## config.mk

```make
export PLATFORM = sky130hd
export DESIGN_NAME = alu_share_arbiter_flat
export DESIGN_NICKNAME = d
export VERILOG_FILES = /design/src/rtl/alu_share_arbiter_if.sv /design/src/rtl/alu_share_arbiter.sv /design/src/flat_wrapper.sv
export SDC_FILE = /design/constraint.sdc
export NUM_CORES = 1
export LEC_CHECK = 0
export CAP_MARGIN = 15
export CORE_MARGIN = 2
export CORE_UTILIZATION = 35
export CTS_BUF_LIST = sky130_fd_sc_hd__clkbuf_8
export DETAILED_ROUTE_END_ITERATION = 8
export GPL_TIMING_DRIVEN = 0
export PLACE_DENSITY = 0.76
export SLEW_MARGIN = 10
export SYNTH_ARGS = -nofsm -noshare
export SYNTH_HDL_FRONTEND = slang
export SYNTH_SLANG_ARGS = --single-unit
export TNS_END_PERCENT = 50
```

## constraint.sdc

```tcl
create_clock -name clk -period 1.75 [get_ports clk]
set_input_delay 0.35 -clock clk [delete_from_list [all_inputs] [get_ports clk]]
set_output_delay 0.35 -clock clk [all_outputs]
set_load 0.02 [all_outputs]
```

## src/rtl/alu_share_arbiter_if.sv

```systemverilog
// Handshake/bus bundle between the two requesters, the shared ALU and alu_share_arbiter.
// slave = the arbiter's view; master = the environment (requesters + ALU).
interface alu_share_arbiter_if #(
  parameter int unsigned DATA_WIDTH = 32,
  parameter int unsigned OP_WIDTH   = 4
);
  logic [1:0]              req_i;
  logic [2*OP_WIDTH-1:0]   op_i;
  logic [2*DATA_WIDTH-1:0] a_i;
  logic [2*DATA_WIDTH-1:0] b_i;
  logic [1:0]              gnt_o;
  logic [OP_WIDTH-1:0]     alu_operation_o;
  logic [DATA_WIDTH-1:0]   alu_a_o;
  logic [DATA_WIDTH-1:0]   alu_b_o;
  logic [DATA_WIDTH-1:0]   alu_result_i;
  logic                    alu_zero_i;
  logic [1:0]              rsp_valid_o;
  logic [1:0]              rsp_ready_i;
  logic [2*DATA_WIDTH-1:0] rsp_data_o;
  logic [1:0]              rsp_zero_o;
  logic [1:0]              rsp_err_o;

  modport slave (
    input  req_i, op_i, a_i, b_i, alu_result_i, alu_zero_i, rsp_ready_i,
    output gnt_o, alu_operation_o, alu_a_o, alu_b_o, rsp_valid_o, rsp_data_o,
           rsp_zero_o, rsp_err_o
  );

  modport master (
    output req_i, op_i, a_i, b_i, alu_result_i, alu_zero_i, rsp_ready_i,
    input  gnt_o, alu_operation_o, alu_a_o, alu_b_o, rsp_valid_o, rsp_data_o,
           rsp_zero_o, rsp_err_o
  );
endinterface

```

## src/rtl/alu_share_arbiter.sv

```systemverilog
// Shares one combinational ALU between two requesters: arbitration, issue register, response slots.
// Define ALU_SHARE_FIXED_PRIO_EN for fixed priority (requester 0 wins ties); default is round-robin.
module alu_share_arbiter #(
  parameter int unsigned DATA_WIDTH = 32,
  parameter int unsigned OP_WIDTH   = 4
) (
  input logic               clk,
  input logic               reset,
  alu_share_arbiter_if.slave bus
);

  localparam int unsigned NREQ = 2;
  localparam logic [OP_WIDTH-1:0] INVALID_OP = '1;

  logic                  r_issue_valid;
  logic                  r_issue_id;
  logic [OP_WIDTH-1:0]   r_issue_op;
  logic [DATA_WIDTH-1:0] r_issue_a;
  logic [DATA_WIDTH-1:0] r_issue_b;

  logic [NREQ-1:0]       r_rsp_valid;
  logic [NREQ-1:0]       r_rsp_zero;
  logic [NREQ-1:0]       r_rsp_err;
  logic [DATA_WIDTH-1:0] r_rsp_data [NREQ];

  logic [NREQ-1:0]       w_elig;
  logic [NREQ-1:0]       w_gnt;
  logic                  w_gnt_id;

`ifndef ALU_SHARE_FIXED_PRIO_EN
  logic                  r_last;
`endif

  // A requester may go when it is not already in the issue stage and its slot is free or draining.
  always_comb begin
    w_elig = '0;
    for (int k = 0; k < int'(NREQ); k++) begin
      w_elig[k] = bus.req_i[k]
                & ~(r_issue_valid & (r_issue_id == 1'(k)))
                & (~r_rsp_valid[k] | bus.rsp_ready_i[k]);
    end
  end

  always_comb begin
    w_gnt = '0;
    case (w_elig)
      2'b01:   w_gnt = 2'b01;
      2'b10:   w_gnt = 2'b10;
`ifdef ALU_SHARE_FIXED_PRIO_EN
      2'b11:   w_gnt = 2'b01;
`else
      2'b11:   w_gnt = r_last ? 2'b01 : 2'b10;
`endif
      default: w_gnt = '0;
    endcase
  end

  assign w_gnt_id  = w_gnt[1];
  assign bus.gnt_o = w_gnt & {NREQ{reset}};

  // Issue stage: holds the winner's operands for one cycle while the ALU evaluates them.
  always_ff @(posedge clk or negedge reset) begin
    if (!reset) begin
      r_issue_valid <= 1'b0;
      r_issue_id    <= 1'b0;
      r_issue_op    <= '0;
      r_issue_a     <= '0;
      r_issue_b     <= '0;
    end else begin
      r_issue_valid <= |w_gnt;
      if (|w_gnt) begin
        r_issue_id <= w_gnt_id;
        r_issue_op <= w_gnt_id ? bus.op_i[2*OP_WIDTH-1:OP_WIDTH]   : bus.op_i[OP_WIDTH-1:0];
        r_issue_a  <= w_gnt_id ? bus.a_i[2*DATA_WIDTH-1:DATA_WIDTH] : bus.a_i[DATA_WIDTH-1:0];
        r_issue_b  <= w_gnt_id ? bus.b_i[2*DATA_WIDTH-1:DATA_WIDTH] : bus.b_i[DATA_WIDTH-1:0];
      end
    end
  end

`ifndef ALU_SHARE_FIXED_PRIO_EN
  always_ff @(posedge clk or negedge reset) begin
    if (!reset) begin
      r_last <= 1'b1;
    end else if (|w_gnt) begin
      r_last <= w_gnt_id;
    end
  end
`endif

  // Response slots: a capture wins over a simultaneous drain, so valid stays high with new data.
  always_ff @(posedge clk or negedge reset) begin
    if (!reset) begin
      r_rsp_valid <= '0;
      r_rsp_zero  <= '0;
      r_rsp_err   <= '0;
      for (int k = 0; k < int'(NREQ); k++) r_rsp_data[k] <= '0;
    end else begin
      for (int k = 0; k < int'(NREQ); k++) begin
        if (r_issue_valid && (r_issue_id == 1'(k))) begin
          r_rsp_valid[k] <= 1'b1;
          r_rsp_data[k]  <= bus.alu_result_i;
          r_rsp_zero[k]  <= bus.alu_zero_i;
          r_rsp_err[k]   <= (r_issue_op == INVALID_OP);
        end else if (r_rsp_valid[k] && bus.rsp_ready_i[k]) begin
          r_rsp_valid[k] <= 1'b0;
        end
      end
    end
  end

  assign bus.alu_operation_o = r_issue_op;
  assign bus.alu_a_o         = r_issue_a;
  assign bus.alu_b_o         = r_issue_b;
  assign bus.rsp_valid_o     = r_rsp_valid;
  assign bus.rsp_zero_o      = r_rsp_zero;
  assign bus.rsp_err_o       = r_rsp_err;
  assign bus.rsp_data_o      = {r_rsp_data[1], r_rsp_data[0]};

endmodule
```

## src/flat_wrapper.sv

```systemverilog
// flat-port wrapper written by rule: the top's interface ports become plain ports
module alu_share_arbiter_flat 
#(
  parameter int unsigned DATA_WIDTH = 32,
  parameter int unsigned OP_WIDTH   = 4
)
  (clk, reset, bus_req_i, bus_op_i, bus_a_i, bus_b_i, bus_alu_result_i, bus_alu_zero_i, bus_rsp_ready_i, bus_gnt_o, bus_alu_operation_o, bus_alu_a_o, bus_alu_b_o, bus_rsp_valid_o, bus_rsp_data_o, bus_rsp_zero_o, bus_rsp_err_o);
  alu_share_arbiter_if #(.DATA_WIDTH(DATA_WIDTH), .OP_WIDTH(OP_WIDTH)) bus_i ();
  input logic clk;
  input logic reset;
  input wire logic [$bits(bus_i.req_i)-1:0] bus_req_i;
  input wire logic [$bits(bus_i.op_i)-1:0] bus_op_i;
  input wire logic [$bits(bus_i.a_i)-1:0] bus_a_i;
  input wire logic [$bits(bus_i.b_i)-1:0] bus_b_i;
  input wire logic [$bits(bus_i.alu_result_i)-1:0] bus_alu_result_i;
  input wire logic [$bits(bus_i.alu_zero_i)-1:0] bus_alu_zero_i;
  input wire logic [$bits(bus_i.rsp_ready_i)-1:0] bus_rsp_ready_i;
  output wire logic [$bits(bus_i.gnt_o)-1:0] bus_gnt_o;
  output wire logic [$bits(bus_i.alu_operation_o)-1:0] bus_alu_operation_o;
  output wire logic [$bits(bus_i.alu_a_o)-1:0] bus_alu_a_o;
  output wire logic [$bits(bus_i.alu_b_o)-1:0] bus_alu_b_o;
  output wire logic [$bits(bus_i.rsp_valid_o)-1:0] bus_rsp_valid_o;
  output wire logic [$bits(bus_i.rsp_data_o)-1:0] bus_rsp_data_o;
  output wire logic [$bits(bus_i.rsp_zero_o)-1:0] bus_rsp_zero_o;
  output wire logic [$bits(bus_i.rsp_err_o)-1:0] bus_rsp_err_o;
  assign bus_i.req_i = bus_req_i;
  assign bus_i.op_i = bus_op_i;
  assign bus_i.a_i = bus_a_i;
  assign bus_i.b_i = bus_b_i;
  assign bus_i.alu_result_i = bus_alu_result_i;
  assign bus_i.alu_zero_i = bus_alu_zero_i;
  assign bus_i.rsp_ready_i = bus_rsp_ready_i;
  assign bus_gnt_o = bus_i.gnt_o;
  assign bus_alu_operation_o = bus_i.alu_operation_o;
  assign bus_alu_a_o = bus_i.alu_a_o;
  assign bus_alu_b_o = bus_i.alu_b_o;
  assign bus_rsp_valid_o = bus_i.rsp_valid_o;
  assign bus_rsp_data_o = bus_i.rsp_data_o;
  assign bus_rsp_zero_o = bus_i.rsp_zero_o;
  assign bus_rsp_err_o = bus_i.rsp_err_o;
  alu_share_arbiter #(.DATA_WIDTH(DATA_WIDTH), .OP_WIDTH(OP_WIDTH)) u_core (.clk(clk), .reset(reset), .bus(bus_i));
endmodule
```

; ---- Yosys cells after proc, flatten, opt, wreduce, memory -nomap -nowiden
; Cells that the tools add are included.
[classes]
addsub = 0
n_mul = 0
div_mod_pow = 0
magnitude_cmp = 0
n_eq_ne = 4
shifts = 0
muxes = 9
n_bitwise = 14
reduce_logical = 7
[ops]
columns = op, n
row1 = 32-bit two-way mux, 2
row2 = 1-bit AND, 6
row3 = 2-bit one-hot mux with 3 select lines, 1
row4 = 1-bit NOT, 5
row5 = 2-bit equality test (second input constant), 2
row6 = 4-bit equality test (second input constant), 1
row7 = 1-bit logical AND, 4
row8 = 1-bit two-way mux, 4
row9 = 4-bit two-way mux, 1
row10 = 2-bit nonzero test, 2
row11 = 2-bit AND, 1
row12 = 2-bit by 1-bit equality test with 1-bit output (second input constant), 1
row13 = 2-bit two-way mux, 1
row14 = 1-bit bitwise OR, 2
row15 = 2-bit OR reduction, 1
[totals]
reg_bits = 141
latch_bits = 0
mem_bits_rw = 0
mem_bits_ro = 0
inputBits = 175
memories = 0

; ---- Logic depth before layout (Yosys ltp)
[logic_depth]
ltp_word = 8
mapped_depth = 9
ltp_nobuf = 4

; ---- Least setup slack after synthesis
; OpenSTA, ideal clock, no wires.
[synth_path]
path_type = flip-flop to output port
startpoint = reg u_core.r_issue_id
endpoint = out bus_gnt_o[1]
arrival_ns = 1.574
t_required_ns = 1.400
slack_ns = -0.174
path_stages_with_launch = 7
path_buffers = 2
path_cell_list = dfrtp_1 -> nand2_1 -> and2_1 -> o211ai_2 -> buf_2 -> buf_2 -> nor2_1
[synth_via]
elab_chain_len = 8
word_cells_on_any_way = 14
[synth_rtl]
columns = element, line_no
row1 = start: declaration, alu_share_arbiter.sv:16  ; logic r_issue_id;
row2 = start signal: assignment, alu_share_arbiter.sv:72  ; r_issue_id <= w_gnt_id;
row3 = 1-bit NOT, alu_share_arbiter.sv:39  ; & ~(r_issue_valid & (r_issue_id == 1'(k)))
row4 = 1-bit AND, alu_share_arbiter.sv:39
row5 = 1-bit NOT, alu_share_arbiter.sv:39
row6 = 1-bit AND, alu_share_arbiter.sv:39
row7 = 1-bit AND, alu_share_arbiter.sv:40  ; & (~r_rsp_valid[k] | bus.rsp_ready_i[k]);
row8 = 2-bit equality test / 2-bit by 1-bit equality test with 1-bit output (equally long branches), alu_share_arbiter.sv:46  ; case (w_elig)
row9 = 2-bit one-hot mux with 3 select lines (*), alu_share_arbiter.sv:46
row10 = 2-bit AND (*), alu_share_arbiter.sv:59  ; assign bus.gnt_o = w_gnt & {NREQ{reset}};
row11 = end: declaration, flat_wrapper.sv:18  ; output wire logic [$bits(bus_i.gnt_o)-1:0] bus_gnt_o;
; Every way passes the cells marked *; elsewhere a longest branch is shown, timed or not.

; ---- Worst setup path in the final report
[layout_path]
startpoint = reg u_core.r_issue_id
endpoint = out bus_gnt_o[0]
; Same word-level chain as after synthesis.

==> run_summary.xml <==
<?xml version="1.0" encoding="UTF-8"?>
<metrics>
  <group name="logic_synthesis">
    <metric name="asyncSetResetFlopFracSynth" unit="">1.00</metric>
    <metric name="synth_area_per_cell" unit="um2">12.4</metric>
    <metric name="netlist_top_cells_area" unit="">sky130_fd_sc_hd__dfrtp_1 (60%), sky130_fd_sc_hd__o221a_2 (11%), sky130_fd_sc_hd__nand3b_1 (8.7%)</metric>
    <metric name="post_synth_inst_count" unit="">475</metric>
    <metric name="part_of_the_yosys_area_used_for_sequential_elements" unit="">0.600</metric>
    <metric name="yosys_most_used_dff" unit="">sky130_fd_sc_hd__dfrtp_1</metric>
    <metric name="syn-cell-area" unit="um2">5880</metric>
    <metric name="synthesis.yosys.warnings" unit="">0</metric>
    <metric name="xor_xnor_fraction_of_synth_area" unit="">0</metric>
    <metric name="ys_ff_latch" unit="">141</metric>
    <metric name="synth.most_common_cell" unit="">sky130_fd_sc_hd__dfrtp_1</metric>
    <metric name="post-synth-top-area-fraction" unit="">0.595</metric>
    <metric name="netlist_top_cells_count" unit="">sky130_fd_sc_hd__dfrtp_1 (140), sky130_fd_sc_hd__nand2_1 (104), sky130_fd_sc_hd__nand3b_1 (68)</metric>
    <metric name="post_synth_fa_ha_maj_area_fraction" unit="">0</metric>
    <metric name="number_of_synthesized_flops_with_an_enable_pin" unit="">0</metric>
    <metric name="synth_compound_area_frac" unit="">0.138</metric>
    <metric name="syn_nets" unit="">650</metric>
    <metric name="synth.area.mux_share" unit="">0.0632</metric>
    <metric name="yosys.area_share.simple" unit="">0.164</metric>
    <metric name="synth_top_family_by_area" unit="">simple AND/OR/NAND/NOR gates</metric>
    <metric name="yosysUniqueCellTypes" unit="">22</metric>
    <metric name="synth_area_leader_cell" unit="">sky130_fd_sc_hd__dfrtp_1</metric>
  </group>
  <group name="sta">
    <metric name="grt_setup_unrepaired" unit="">true</metric>
    <metric name="finalCritPeriodShare" unit="">1.12</metric>
    <metric name="achievable-frequency" unit="GHz">0.509</metric>
    <metric name="final_hold_viol_count" unit="">61</metric>
    <metric name="setup_viol" unit="">63</metric>
    <metric name="timing_worst_slew_pin_value" unit="ns">0.546</metric>
    <metric name="period_needed" unit="ns">1.96</metric>
    <metric name="slew_headroom" unit="">0.636</metric>
    <metric name="timing.hold.ws" unit="ns">-0.181</metric>
    <metric name="postLayoutSetupSlackWorst" unit="ns">-0.213</metric>
    <metric name="timing.clock.skew" unit="ns">0.00940</metric>
    <metric name="report.final.slew_viol_count" unit="">0</metric>
  </group>
  <group name="outcome">
    <metric name="status" unit="">finished with violations</metric>
    <metric name="violations_in_the_final_reports" unit="">hold timing, setup timing</metric>
  </group>
  <group name="floorplanning">
    <metric name="die_y" unit="um">134</metric>
    <metric name="floorplan.die.width" unit="um">134</metric>
    <metric name="initial_util" unit="">0.356</metric>
    <metric name="std_cell_rows" unit="">47</metric>
    <metric name="core_area" unit="um2">16500</metric>
    <metric name="ios" unit="">315</metric>
    <metric name="dieArea" unit="um2">17900</metric>
  </group>
  <group name="global_route">
    <metric name="grt_first_pass_wirelength" unit="um">29500</metric>
    <metric name="pin_count_of_the_biggest_net_entering_global_routing" unit="">83</metric>
    <metric name="first_global_vias" unit="">5370</metric>
    <metric name="grt.overflow.total" unit="">0</metric>
    <metric name="antenna_violations_before_repair" unit="">0</metric>
    <metric name="grt_usage" unit="">0.215</metric>
  </group>
  <group name="worst_setup_path">
    <metric name="regToRegSetupSlack" unit="ns">-0.13</metric>
    <metric name="timing.critical_path.slowest_stage_cell" unit="">sky130_fd_sc_hd__dfrtp_2</metric>
    <metric name="critical_path_peak_fanout" unit="">4</metric>
    <metric name="critPathLaunch" unit="">u_core.r_issue_id$_DFFE_PN0P_</metric>
    <metric name="crit_path_start_kind" unit="">register</metric>
    <metric name="critical-path-top-cell-by-count" unit="">sky130_fd_sc_hd__and3_4</metric>
    <metric name="critical_path.reg2reg.startpoint" unit="">u_core.r_issue_id$_DFFE_PN0P_</metric>
    <metric name="critical_path.endpoint_type" unit="">output port</metric>
    <metric name="arrival" unit="ns">1.61</metric>
    <metric name="required" unit="ns">1.40</metric>
    <metric name="setup.worst_path.class" unit="">reg2out</metric>
    <metric name="crit_path_max_incr_delay" unit="ns">0.44</metric>
    <metric name="crit_chain" unit="">nand2b_4 &gt; and3_4 &gt; buf_8 &gt; and3_4 &gt; buf_6</metric>
  </group>
  <group name="power_and_ir_drop">
    <metric name="power.density_cell_area" unit="nW/um2">1760</metric>
    <metric name="power.share.switching" unit="">0.424</metric>
    <metric name="power.ir.vdd_worst" unit="mV">0.792</metric>
    <metric name="leakage_power_figure" unit="nW">4.22</metric>
    <metric name="power_frac_comb" unit="">0.523</metric>
    <metric name="power.switching" unit="W">0.00728</metric>
    <metric name="power.sequential.fraction" unit="">0.336</metric>
    <metric name="p_int" unit="W">0.00990</metric>
    <metric name="post-layout-total-power" unit="W">0.0172</metric>
    <metric name="clock_power_share" unit="">0.141</metric>
  </group>
  <group name="drt">
    <metric name="dr_total_vias" unit="">5217</metric>
    <metric name="routedWlPerCell" unit="um">18.2</metric>
    <metric name="finalWirelength" unit="um">19200</metric>
    <metric name="number_of_iterations_in_the_first_detailed_routing_pass" unit="">4</metric>
    <metric name="ant_nets" unit="">0</metric>
    <metric name="drc" unit="">0</metric>
    <metric name="post_drt_via_cell_ratio" unit="">4.95</metric>
    <metric name="first_iter_violations" unit="">254</metric>
  </group>
  <group name="placement">
    <metric name="hpwl" unit="um">14000</metric>
    <metric name="gp_routability_congestion" unit="">0.780</metric>
    <metric name="port_buffers" unit="">314</metric>
    <metric name="placed_area" unit="um2">9350</metric>
  </group>
  <group name="hold_path">
    <metric name="worst_min_delay_path_category" unit="">in2async</metric>
  </group>
  <group name="clocking">
    <metric name="clkLatencyLatePin" unit="ns">0.44</metric>
    <metric name="tritoncts" unit="">built</metric>
    <metric name="cts-buffers-inserted" unit="">17</metric>
    <metric name="cts.root.buffer_cell" unit="">sky130_fd_sc_hd__clkbuf_8</metric>
    <metric name="clk_pin_slew" unit="ns">0.09</metric>
    <metric name="count_of_h_tree_levels_built_during_cts" unit="">4</metric>
    <metric name="cts.sinks" unit="">141</metric>
    <metric name="cts-root-to-sink-buffers" unit="">2</metric>
  </group>
  <group name="layout">
    <metric name="filler_cell_count" unit="">1449</metric>
    <metric name="nNetsFinal" unit="">996</metric>
    <metric name="final_cell_area" unit="um2">9740</metric>
    <metric name="syn2layout_area_growth" unit="%">65.5</metric>
    <metric name="final_layout_size_suffix_gt1_frac" unit="">0.211</metric>
    <metric name="final_antenna_diode_count" unit="">0</metric>
  </group>
  <group name="job">
    <metric name="max-cap-violations" unit="">0</metric>
  </group>
</metrics>
-- through the flow --
| step | setup slack (ns) | instances | TNS (ns) | utilization |
|---|---|---|---|---|
| 2_1_floorplan | -0.0128 | 475 | -0.0128 | - |
| 5_1_grt | -0.284 | 1054 | -6.45 | 0.589 |
| 6_report | -0.213 | 1054 | -3.13 | 0.589 |
| 3_5_place_dp | -1.35 | 1010 | -39.13 | 0.566 |
| 3_3_place_gp | -5.73 | 1009 | -814.13 | 0.564 |
| 4_1_cts | -0.316 | 1048 | -4.25 | 0.585 |
-- cells in the final DEF (no fill, tap or decap), drive strengths merged --
cell type / Yosys / layout
buf: 12 / 28
o211ai: 1 / 1
clkinv: 0 / 3
nand2: 104 / 104
nand3b: 68 / 68
a21oi: 1 / 1
and3: 2 / 2
dlygate4sd2: 0 / 138
o221a: 68 / 68
nand4: 2 / 2
nor2b: 1 / 1
mux2: 33 / 33
clkinvlp: 0 / 5
dfstp: 1 / 1
clkbuf: 29 / 46
clkdlybuf4s50: 0 / 173
o21ai: 4 / 4
and2: 1 / 1
nor2: 1 / 1
inv: 3 / 10
dfrtp: 140 / 140
a21o: 1 / 1
nand2b: 3 / 3
-- final timing paths --
path	to	cells after the start
worst max-delay path	bus_gnt_o[0]	5
worst min-delay path	u_core.bus.rsp_data_o[55]$_DFFE_PN0P_	1
worst max register to register	u_core.bus.alu_b_o[16]$_DFFE_PN0P_	7
worst min register to register	u_core.bus.rsp_data_o[14]$_DFFE_PN0P_	2
max in group asynchronous	u_core.r_last$_DFFE_PN1P_	2
min in group clk	u_core.bus.rsp_data_o[15]$_DFFE_PN0P_	3
-- worst max-delay path, delay by kind of cell, from the launching register on --
kind | cells | cell delay (ns)
AND/OR/NAND/NOR | 3 | 0.49
flip-flops | 1 | 0.44
buffers and inverters | 2 | 0.24
-- logic make-up after synthesis --
logic type      Yosys count
compound gates           75
buf+inv                  44
flops                   141
mux                      33
simple gates            182
-- sequential cells by signal, summed over array words and instances (netlist names) --
name	flops
u_core.bus.rsp_data_o	64
u_core.bus.alu_a_o	32
u_core.bus.alu_b_o	32
u_core.bus.alu_operation_o	4
u_core.bus.rsp_err_o	2
u_core.bus.rsp_valid_o	2
u_core.bus.rsp_zero_o	2
u_core.r_issue_id	1
u_core.r_issue_valid	1
u_core.r_last	1
-- power by group through the flow --
stage          registers, W  clock network [W]  logic (W)
3_5_place_dp        0.00583                  0    0.00987
4_1_cts             0.00577            0.00253    0.00898
2_1_floorplan       0.00771                  0    0.00319
5_1_grt             0.00599            0.00267    0.00958
3_3_place_gp        0.00583                  0    0.00973
6_report            0.00577            0.00242    0.00898
-- layout make-up --
type	count	area, um2	share of cell area
multi-input cells	290	2200	0.225
well taps	220	275	0.0283
clock buffers	17	234	0.0240
flip-flops and latches	141	3530	0.363
plain buffers	37	220	0.0226
repair buffers	331	3140	0.323
inverters	3	11.3	0.00116
clock inverters	15	126	0.0130
-- what timing repair did --
item | 4_1_cts | 5_1_grt
pin swaps | 3 | 2
gates cloned | 0 | 1
endpoints found under the setup margin | 213 | 88
buffers inserted | 9 | 6
resized for setup | 179 | 14
endpoints found under the hold margin | 61 | 61
-- per-layer routing --
metal / track usage / vias up / share of wire
li1: - / 2437 / -
met1: 0.261 / 2521 / 0.41
met2: 0.366 / 234 / 0.50
met3: 0.0613 / 25 / 0.069
met4: 0.0762 / 0 / 0.024
met5: 0 / - / 0
(Power assumes the default switching activity.)
